File: src/rtl/ucounter_pkg.sv
// ---------------------------------------------------------------------------
// ucounter_pkg
// Shared definitions for the parametrised up/down counter ucounter_param.
//   uc_dir_e   : count direction encoding of _updown  (UC_UP=1, UC_DOWN=0)
//   uc_mode_e  : bound behaviour encoding of _wrapstop (UC_WRAP=1, UC_STOP=0)
//   uc_addsub  : wide add/subtract used for all bound arithmetic; callers
//                size the result back to WIDTH+1 bits.
// ---------------------------------------------------------------------------
package ucounter_pkg;

    // Widest counter supported by the shared arithmetic helper.
    localparam int unsigned UC_MAX_W = 64;

    typedef enum logic {
        UC_DOWN = 1'b0,
        UC_UP   = 1'b1
    } uc_dir_e;

    typedef enum logic {
        UC_STOP = 1'b0,
        UC_WRAP = 1'b1
    } uc_mode_e;

    typedef logic [UC_MAX_W:0] uc_wide_t;

    // a + b when sub=0, a - b when sub=1 (modulo 2**(UC_MAX_W+1)).
    function automatic uc_wide_t uc_addsub(input uc_wide_t a, input uc_wide_t b, input logic sub);
        uc_wide_t r;
        if (sub) begin
            r = a - b;
        end else begin
            r = a + b;
        end
        return r;
    endfunction

endpackage

File: src/rtl/ucounter_param_if.sv
// ---------------------------------------------------------------------------
// ucounter_param_if
// Control/data bundle of ucounter_param. The counter binds to the slave
// modport; the controlling block (or a testbench) binds to master.
//   _set, _load, preld_val, lim_val, _updown, _wrapstop, _carry_in : controls
//   dcount, overflow, underflow : registered results
//   carry_out                   : combinational cascade output
// ---------------------------------------------------------------------------
interface ucounter_param_if #(
    parameter int unsigned WIDTH = 16
);
    logic             _set;
    logic             _load;
    logic [WIDTH-1:0] preld_val;
    logic [WIDTH-1:0] lim_val;
    logic             _updown;
    logic             _wrapstop;
    logic             _carry_in;
    logic [WIDTH-1:0] dcount;
    logic             overflow;
    logic             underflow;
    logic             carry_out;

    modport master (
        output _set, _load, preld_val, lim_val, _updown, _wrapstop, _carry_in,
        input  dcount, overflow, underflow, carry_out
    );

    modport slave (
        input  _set, _load, preld_val, lim_val, _updown, _wrapstop, _carry_in,
        output dcount, overflow, underflow, carry_out
    );
endinterface

File: src/rtl/ucounter_next.sv
// ---------------------------------------------------------------------------
// ucounter_next
// Combinational next-count logic for ucounter_param. All bound arithmetic is
// done in WIDTH+1 bits so that lim_val = all-ones gives a modulo 2**WIDTH
// counter without losing the carry.
// Ports:
//   dcount     in  WIDTH  current count
//   lim_val    in  WIDTH  upper bound (range 0..lim_val)
//   _updown    in  1      1 = up, 0 = down
//   _wrapstop  in  1      1 = wrap at bound, 0 = saturate at bound
//   _carry_in  in  1      count enable (only used for carry_out)
//   next_val   out WIDTH  count after one enabled step
//   ovf_evt    out 1      an up step would cross the upper bound
//   unf_evt    out 1      a down step would cross zero
//   carry_out  out 1      _carry_in & crossing in the current direction
// ---------------------------------------------------------------------------
module ucounter_next
    import ucounter_pkg::*;
#(
    parameter int unsigned WIDTH = 16,
    parameter int unsigned STEP  = 1
) (
    input  logic [WIDTH-1:0] dcount,
    input  logic [WIDTH-1:0] lim_val,
    input  logic             _updown,
    input  logic             _wrapstop,
    input  logic             _carry_in,
    output logic [WIDTH-1:0] next_val,
    output logic             ovf_evt,
    output logic             unf_evt,
    output logic             carry_out
);

    typedef logic [WIDTH:0] ext_t;

    localparam ext_t STEP_X = ext_t'(STEP);
    localparam ext_t ONE_X  = ext_t'(1'b1);

    // WIDTH+1-bit add/subtract built on the shared wide helper.
    function automatic ext_t ext_addsub(input ext_t a, input ext_t b, input logic sub);
        return ext_t'(uc_addsub(uc_wide_t'(a), uc_wide_t'(b), sub));
    endfunction

    ext_t cnt_x_s;
    ext_t lim_x_s;
    ext_t lim1_x_s;
    ext_t up_sum_s;
    ext_t up_wrap_s;
    ext_t dn_diff_s;
    ext_t dn_wrap_s;
    ext_t next_x_s;
    logic cross_up_s;
    logic cross_dn_s;
    logic dir_up_s;

    assign cnt_x_s   = ext_t'(dcount);
    assign lim_x_s   = ext_t'(lim_val);
    assign lim1_x_s  = ext_addsub(lim_x_s, ONE_X, 1'b0);
    assign up_sum_s  = ext_addsub(cnt_x_s, STEP_X, 1'b0);
    assign up_wrap_s = ext_addsub(up_sum_s, lim1_x_s, 1'b1);
    assign dn_diff_s = ext_addsub(cnt_x_s, STEP_X, 1'b1);
    // A negative wrap result becomes a huge WIDTH+1-bit value, which the
    // range check below then treats as out of range.
    assign dn_wrap_s = ext_addsub(ext_addsub(cnt_x_s, lim1_x_s, 1'b0), STEP_X, 1'b1);

    // A count already above a lowered lim_val also counts as an up-cross.
    assign cross_up_s = (up_sum_s > lim_x_s);
    assign cross_dn_s = (cnt_x_s < STEP_X);
    assign dir_up_s   = (_updown == UC_UP);

    // Next-value selection by direction, crossing and wrap/stop mode.
    always_comb begin
        next_x_s = cnt_x_s;
        if (dir_up_s) begin
            if (!cross_up_s) begin
                next_x_s = up_sum_s;
            end else if (_wrapstop == UC_WRAP) begin
                // STEP larger than the range can leave the wrap outside it.
                if (up_wrap_s > lim_x_s) begin
                    next_x_s = ext_t'(1'b0);
                end else begin
                    next_x_s = up_wrap_s;
                end
            end else begin
                next_x_s = lim_x_s;
            end
        end else begin
            if (!cross_dn_s) begin
                next_x_s = dn_diff_s;
            end else if (_wrapstop == UC_WRAP) begin
                if (dn_wrap_s > lim_x_s) begin
                    next_x_s = lim_x_s;
                end else begin
                    next_x_s = dn_wrap_s;
                end
            end else begin
                next_x_s = ext_t'(1'b0);
            end
        end
    end

    // Every selected value fits in WIDTH bits; the extra bit is always zero.
    assign next_val  = WIDTH'(next_x_s);
    assign ovf_evt   = dir_up_s & cross_up_s;
    assign unf_evt   = (~dir_up_s) & cross_dn_s;
    assign carry_out = _carry_in & (ovf_evt | unf_evt);

endmodule

File: src/rtl/ucounter_param.sv
// ---------------------------------------------------------------------------
// ucounter_param
// Parametrised up/down counter/timer primitive with programmable width, step
// and upper bound (modulo lim_val+1), wrap or saturate at the bounds,
// registered overflow/underflow event flags and a combinational carry_out
// for cascading.
// Parameters: WIDTH (count width), STEP (1..2**WIDTH-1), RST_VAL.
// Ports:
//   clk     in  1  clock, all state changes on the rising edge
//   _reset  in  1  synchronous active-high reset
//   bus     ucounter_param_if.slave : controls, dcount, overflow, underflow,
//                                     carry_out
// Priority per edge: _reset > _set > _load > count (_carry_in) > hold.
// Build option: UCOUNTER_STICKY_EN makes overflow/underflow sticky until
// _reset, _set or _load.
// ---------------------------------------------------------------------------
module ucounter_param
    import ucounter_pkg::*;
#(
    parameter int unsigned      WIDTH   = 16,
    parameter int unsigned      STEP    = 1,
    parameter logic [WIDTH-1:0] RST_VAL = {WIDTH{1'b0}}
) (
    input logic             clk,
    input logic             _reset,
    ucounter_param_if.slave bus
);

    logic [WIDTH-1:0] dcount_r;
    logic             overflow_r;
    logic             underflow_r;
    logic [WIDTH-1:0] next_val_s;
    logic [WIDTH-1:0] load_val_s;
    logic             ovf_evt_s;
    logic             unf_evt_s;
    logic             carry_out_s;
    logic             ovf_next_s;
    logic             unf_next_s;

    ucounter_next #(
        .WIDTH (WIDTH),
        .STEP  (STEP)
    ) u_next (
        .dcount    (dcount_r),
        .lim_val   (bus.lim_val),
        ._updown   (bus._updown),
        ._wrapstop (bus._wrapstop),
        ._carry_in (bus._carry_in),
        .next_val  (next_val_s),
        .ovf_evt   (ovf_evt_s),
        .unf_evt   (unf_evt_s),
        .carry_out (carry_out_s)
    );

    // Preload clamped into the legal range 0..lim_val.
    always_comb begin
        load_val_s = bus.preld_val;
        if (bus.preld_val > bus.lim_val) begin
            load_val_s = bus.lim_val;
        end else begin
            load_val_s = bus.preld_val;
        end
    end

    // Flag values after an enabled count step.
    always_comb begin
`ifdef UCOUNTER_STICKY_EN
        ovf_next_s = overflow_r | ovf_evt_s;
        unf_next_s = underflow_r | unf_evt_s;
`else
        ovf_next_s = ovf_evt_s;
        unf_next_s = unf_evt_s;
`endif
    end

    // Count and flag registers with the reset/set/load/count/hold priority.
    always_ff @(posedge clk) begin
        if (_reset) begin
            dcount_r    <= RST_VAL;
            overflow_r  <= 1'b0;
            underflow_r <= 1'b0;
        end else if (bus._set) begin
            dcount_r    <= bus.lim_val;
            overflow_r  <= 1'b0;
            underflow_r <= 1'b0;
        end else if (bus._load) begin
            dcount_r    <= load_val_s;
            overflow_r  <= 1'b0;
            underflow_r <= 1'b0;
        end else if (bus._carry_in) begin
            dcount_r    <= next_val_s;
            overflow_r  <= ovf_next_s;
            underflow_r <= unf_next_s;
        end else begin
            dcount_r    <= dcount_r;
            overflow_r  <= overflow_r;
            underflow_r <= underflow_r;
        end
    end

    assign bus.dcount    = dcount_r;
    assign bus.overflow  = overflow_r;
    assign bus.underflow = underflow_r;
    assign bus.carry_out = carry_out_s;

endmodule

File: src/flat_wrapper.sv
// flat-port wrapper written by rule: the top's interface ports become plain ports
module ucounter_param_flat import ucounter_pkg::*;
#(
    parameter int unsigned      WIDTH   = 16,
    parameter int unsigned      STEP    = 1,
    parameter logic [WIDTH-1:0] RST_VAL = {WIDTH{1'b0}}
)
  (clk, _reset, bus__set, bus__load, bus_preld_val, bus_lim_val, bus__updown, bus__wrapstop, bus__carry_in, bus_dcount, bus_overflow, bus_underflow, bus_carry_out);
  ucounter_param_if #(.WIDTH(WIDTH)) bus_i ();
  input logic clk;
  input logic _reset;
  input wire logic [$bits(bus_i._set)-1:0] bus__set;
  input wire logic [$bits(bus_i._load)-1:0] bus__load;
  input wire logic [$bits(bus_i.preld_val)-1:0] bus_preld_val;
  input wire logic [$bits(bus_i.lim_val)-1:0] bus_lim_val;
  input wire logic [$bits(bus_i._updown)-1:0] bus__updown;
  input wire logic [$bits(bus_i._wrapstop)-1:0] bus__wrapstop;
  input wire logic [$bits(bus_i._carry_in)-1:0] bus__carry_in;
  output wire logic [$bits(bus_i.dcount)-1:0] bus_dcount;
  output wire logic [$bits(bus_i.overflow)-1:0] bus_overflow;
  output wire logic [$bits(bus_i.underflow)-1:0] bus_underflow;
  output wire logic [$bits(bus_i.carry_out)-1:0] bus_carry_out;
  assign bus_i._set = bus__set;
  assign bus_i._load = bus__load;
  assign bus_i.preld_val = bus_preld_val;
  assign bus_i.lim_val = bus_lim_val;
  assign bus_i._updown = bus__updown;
  assign bus_i._wrapstop = bus__wrapstop;
  assign bus_i._carry_in = bus__carry_in;
  assign bus_dcount = bus_i.dcount;
  assign bus_overflow = bus_i.overflow;
  assign bus_underflow = bus_i.underflow;
  assign bus_carry_out = bus_i.carry_out;
  ucounter_param #(.WIDTH(WIDTH), .STEP(STEP), .RST_VAL(RST_VAL)) u_core (.clk(clk), ._reset(_reset), .bus(bus_i));
endmodule
File: config.mk
export PLATFORM = sky130hd
export DESIGN_NAME = ucounter_param_flat
export DESIGN_NICKNAME = d
export VERILOG_FILES = /design/src/rtl/ucounter_pkg.sv /design/src/rtl/ucounter_param_if.sv /design/src/rtl/ucounter_next.sv /design/src/rtl/ucounter_param.sv /design/src/flat_wrapper.sv
export SDC_FILE = /design/constraint.sdc
export NUM_CORES = 1
export LEC_CHECK = 0
export ABC_CLOCK_PERIOD_IN_PS = 14830
export CAP_MARGIN = 20
export CORE_MARGIN = 1.5
export CORE_UTILIZATION = 40
export CTS_CLUSTER_DIAMETER = 100
export DETAILED_ROUTE_END_ITERATION = 8
export DONT_BUFFER_PORTS = 1
export GPL_TIMING_DRIVEN = 1
export PLACE_DENSITY_LB_ADDON = 0.15
export SETUP_SLACK_MARGIN = 0.1
export SYNTH_ARGS = -nofsm -noshare
export SYNTH_HDL_FRONTEND = slang
export SYNTH_SLANG_ARGS = --single-unit
File: constraint.sdc
create_clock -name clk -period 14.83 [get_ports clk]
set_clock_uncertainty 0.2 [all_clocks]
set_input_delay 2.2245 -clock clk [delete_from_list [all_inputs] [get_ports clk]]
set_output_delay 2.2245 -clock clk [all_outputs]
set_load 0.005 [all_outputs]
; Word level (Yosys, flattened, before mapping)
; Index checks and enable logic that the tools add are counted.
[totals]
in_bits = 39
output_inout_bits = 19
ff_bits = 18
elab_cells = 32
[classes]
n_bitwise = 5
addsub = 6
order_cmp = 5
muxes = 11
n_reduce_logical = 2
[op_table]
columns = operator, count
row1 = 2-to-1 mux 16 bit, 11
row2 = greater-than comparator 17 x 16 -> 1 bit, 3
row3 = "adder 16 x 1 -> 17 bit, second input constant", 2
row4 = adder 16 x 17 -> 17 bit, 1
row5 = "subtractor 17 x 1 -> 17 bit, second input constant", 1
row6 = subtractor 17 bit, 1
row7 = greater-than comparator 16 bit, 1
row8 = "< comparator 16 x 1 -> 1 bit, second input constant", 1
row9 = "subtractor 16 x 1 -> 16 bit, second input constant", 1
row10 = bitwise AND 1 bit, 3
row11 = nonzero test 3 bit, 1
row12 = OR reduction 3 bit, 1
row13 = NOT 1 bit, 1
row14 = OR 1 bit, 1

; Logic depth before layout (Yosys ltp)
[depth]
depth_word = 11
mapped_depth = 25
ltp_nobuf = 23

; Cells and area by module
; A second synthesis with hierarchy kept.
[unflattened]
cells_unflattened = 960
area_unflattened_um2 = 6915.4
[modules_own_cells]
columns = module, cells_each, area_per_inst_um2, n_inst
row1 = ucounter_next, 717, 5049.8, 1
row2 = ucounter_param, 243, 1865.5, 1

; Worst setup path after synthesis
; Ideal clock, no wire load.
[synth_timing]
path_kind = input to register
from = input bus_lim_val[6]
to = register u_core.dcount_r[10] (netlist: u_core.bus.dcount[10])
stages = 22
arrival_ps = 6430
path_slack_ps = 8112
t_required_ps = 14542
setup_time_ps = 88
cell_sequence = clkbuf_1 > inv_1 > or3_1 > xnor2_1 > xor2_1 > ha_1 > nor3_1 > o2bb2ai_1 > a211oi_1 > o21a_1 > a31oi_1 > xnor2_1 > ha_1 > a2111oi_0 > o211ai_1 > o21ai_0 > nand4b_1 > buf_2 > buf_2 > mux2i_1 > o21a_1 > a311oi_2
[synth_via]
elab_chain_len = 11
[synth_rtl]
columns = element, line
row1 = start: declaration, flat_wrapper.sv:15  ; input wire logic [$bits(bus_i.lim_val)-1:0] bus_lim_val;
row2 = adder 16 x 1 -> 17 bit, ucounter_pkg.sv:32  ; r = a + b;
row3 = adder 16 x 17 -> 17 bit, ucounter_pkg.sv:32
row4 = subtractor 17 x 1 -> 17 bit, ucounter_pkg.sv:30  ; r = a - b;
row5 = greater-than comparator 17 x 16 -> 1 bit, ucounter_next.sv:91  ; if (dn_wrap_s > lim_x_s) begin
row6 = 2-to-1 mux 16 bit, ucounter_next.sv:91
row7 = 2-to-1 mux 16 bit, ucounter_next.sv:90  ; end else if (_wrapstop == UC_WRAP) begin
row8 = 2-to-1 mux 16 bit, ucounter_next.sv:88  ; if (!cross_dn_s) begin
row9 = 2-to-1 mux 16 bit, ucounter_next.sv:74  ; if (dir_up_s) begin
row10 = 2-to-1 mux 16 bit, ucounter_param.sv:90  ; end else if (bus._carry_in) begin
row11 = 2-to-1 mux 16 bit *, ucounter_param.sv:86  ; end else if (bus._load) begin
row12 = 2-to-1 mux 16 bit *, ucounter_param.sv:82  ; end else if (bus._set) begin
row13 = end signal: assignment, ucounter_param.sv:83  ; dcount_r <= bus.lim_val;
row14 = end signal: assignment, ucounter_param.sv:87  ; dcount_r <= load_val_s;
row15 = end signal: assignment, ucounter_param.sv:91  ; dcount_r <= next_val_s;
row16 = end: declaration, ucounter_param.sv:29  ; logic [WIDTH-1:0] dcount_r;
; Mark *: on every way between the ends. The rest lies on a longest branch, timed or not. The select of a mux whose other input is x is not followed.
; A chain may end at the register's enable or synchronous reset.

; Worst setup path after layout
[layout_timing]
from = input bus_lim_val[0]
to = register u_core.dcount_r[7] (netlist: u_core.bus.dcount[7])
; The elaborated chain is that of the path after synthesis.

==> summary.md <==
| Metric | Value |
|---|---|
| Final ANT Viol Nets | 0 |
| CTS buffer count | 3 |
| Post-synth net total | ~930 |
| CP Launch Type | input port |
| Sequential fraction of the synthesis area | 0.0607 |
| Final min period | 7.92 ns |
| Synth top area cells | ha_1, xnor2_1, dfxtp_1 |
| Chip Height | about 120 um |
| Io pins | 58 |
| Share of post-route cells with drive strength above 1 | 0.0755 |
| Placed cells | roughly 950 |
| Critical path peak fanout | 17 |
| FF+latch count, synth | 18 |
| Cell area after placement | 6010 um2 |
| # diodes | 0 |
| Leak | approximately 2.6 nW |
| Root Buffer | clkbuf_16 |
| Finished Layout Cells | around 950 |
| Yosys warns | 0 |
| Critical Path End Type | flop |
| Largest net degree at the start of global routing | 22 |
| Final setup violation count | 0 |
| CTS clock-pin slew for the worst setup and hold paths | 0.06 ns |
| Number of flops mapped to enable cells by yosys | 0 |
| Via count | ~6200 |
| F_max | 126 MHz |
| Num rows | 44 |
| Area share of the leading cell type in the synthesized netlist | 0.200 |
| Worst Tran Pin Value | approximately 0.94 ns |
| Clock Tree Buf Depth | 2 |
| Post-synthesis cell count | 798 |
| Slew Viols, Final | 0 |
| Avg Cell Area, Syn | 7.44 um2 |
| Slew HR | 0.368 |
| H-Tree Depth | 1 |
| # port buffers | 0 |
| Reg area | around 360 um2 |
| Post-CTS Setup Inserts | 0 |
| Setup TNS | 0 ns |
| Resized Gates After CTS | 0 |
| Clock Latency Late Sink | around 0.27 ns |
| Routability-driven placement congestion ratio | 1.00 |
| CTS tree | done |
| Synthesized area | 5930 um2 |
| Final #Nets | 905 |
| First-pass GRT wire length | 34.6 mm |
| Routed wire per std cell | 23.9 um |
| Filler instances | around 1500 |
| Total Power Consumption | 0.561 mW |
| Drt drc | 0 |
| Most common cell in the netlist | ha_1 |
| Worst min path class | flop to flop |
| Hold violation count in the final report | 0 |
| Initial antenna violation count | 0 |
| Top post-synthesis cells by count | ha_1, a21oi_1, nor2_1, inv_1, xnor2_1 |
| First-pass iteration count of the detailed router | 6 |
| Period utilisation layout | 0.534 |
| Min Hold Slack | 0.357 ns |
| Vias per std cell | 6.55 |
| Starting DRT DRC Count | 803 |
| Maximum vdd drop | 0.0423 mV |
| Drt total wl | approximately 23 mm |
| Util after Layout | 0.420 |
| Final instance area | between 6000 and 7000 um2 |
| Pwr dens | 91.9 nW/um2 |
| Area of the multi-input gates | roughly 5200 um2 |
| Die ar. | 15600 um2 |
| Core area | 14500 um2 |
| Tot GR Track Use | 0.283 |
| Area growth syn-to-layout | 2.91% |
| HPWL after DPL | 18.5 mm |
| CP required | 14.80 ns |
| Dominant cell type by area after synthesis | ha_1 |
| Place WS | 6.76 ns |
| Die Wd | 125 um |
| Ys async rst share | 0 |
| CTS Hold Bufs | 0 |
| Setup slack after layout | between 6 and 7 ns |
| Status | finished clean |
| Total grt overflow | 0 |
| Number of global-route vias before repair | 6013 |
| Initial core utilization | 0.408 |
| WP data arrival | between 7 and 8 ns |
| RSZ-0062 raised after global routing | no |
| Distinct cells, synth | 81 |
| Max Cap Violations | 0 |
| Top_reg_cell synth | dfxtp_1 |
| Critical path class | input port to flop |
| Clock Sinks | 18 |
==> kinds of logic (layout without fill, tap and decap cells) <==
| logic type | Yosys count | after routing | share of synthesized area |
|---|---|---|---|
| adders and majority gates | 100 | 100 | 0.213 |
| buffers and inverters | 95 | 65 | 0.0658 |
| AOI/OAI and AO/OA | 237 | 237 | 0.276 |
| muxes | 32 | 32 | 0.0559 |
| xor gates and xnor gates | 77 | 77 | 0.119 |
| DFF | 18 | 18 | 0.0607 |
| and+or+nand+nor | 239 | 239 | 0.210 |
==> path summary, 6_finish.rpt <==
check,depth (start not counted),to,slack (ns),start
hold reg to reg,2,u_core.bus.underflow$_SDFFE_PP0P_,0.36,u_core.bus.underflow$_SDFFE_PP0P_
setup / recovery,21,u_core.bus.dcount[7]$_SDFFE_PP0P_,6.91,bus_lim_val[0]
hold / removal,2,u_core.bus.underflow$_SDFFE_PP0P_,0.36,u_core.bus.underflow$_SDFFE_PP0P_
setup reg to reg,19,u_core.bus.dcount[9]$_SDFFE_PP0P_,8.45,u_core.bus.dcount[0]$_SDFFE_PP0P_
==> metal layers <==
layer | vias to the layer above | track usage | wire length [um]
li1 | 2896 | - | -
met4 | 0 | 0.0825 | 755
met2 | 338 | 0.467 | 10400
met5 | - | 0 | 0
met3 | 59 | 0.0597 | 2050
met1 | 2942 | 0.371 | 9550
==> power by group <==
group	switching, mW	leakage [nW]	internal (mW)
logic	0.254	2.41	0.169
registers	0.0185	0.149	0.0530
clock network	0.0247	0.0442	0.0413
total	0.297	2.60	0.264
==> layout make-up <==
type                    instances  area share
flip-flops and latches         18      0.0590
clock buffers                   4      0.0145
well taps                     184      0.0377
inverters                      57      0.0350
repair buffers                  4     0.00492
multi-input cells             685       0.849
==> cell usage in the layout, fill, tap and decap left out, drive strengths merged, types with 30 or more instances in the layout <==
master,instances
xnor2,46
nor2,59
ha,95
xor2,31
nor3,30
inv,53
nand2,43
o21ai,45
a21oi,63
==> sequential cells by signal, indices dropped and copies added (netlist names) <==
name                  flops
u_core.bus.dcount        16
u_core.bus.overflow       1
u_core.bus.underflow      1
==> worst max-delay path: stages <==
cell       delay, ns
ha_1            0.26
nand3_1         0.22
nor2_2          0.11
xnor2_1         0.52
nand2b_1        0.12
ha_1            0.36
a21o_1          0.22
a2111o_1        0.40
a31oi_1         0.28
o31ai_1         0.13
a21oi_1         0.19
xnor2_1         0.16
ha_1            0.24
a2111oi_0       0.67
o211ai_1        0.18
o21ai_0         0.45
nand4b_1        0.16
buf_4           0.26
mux2i_1         0.18
o221a_2         0.27
nor4_1          0.25
Power figures use the tool's default switching activity.
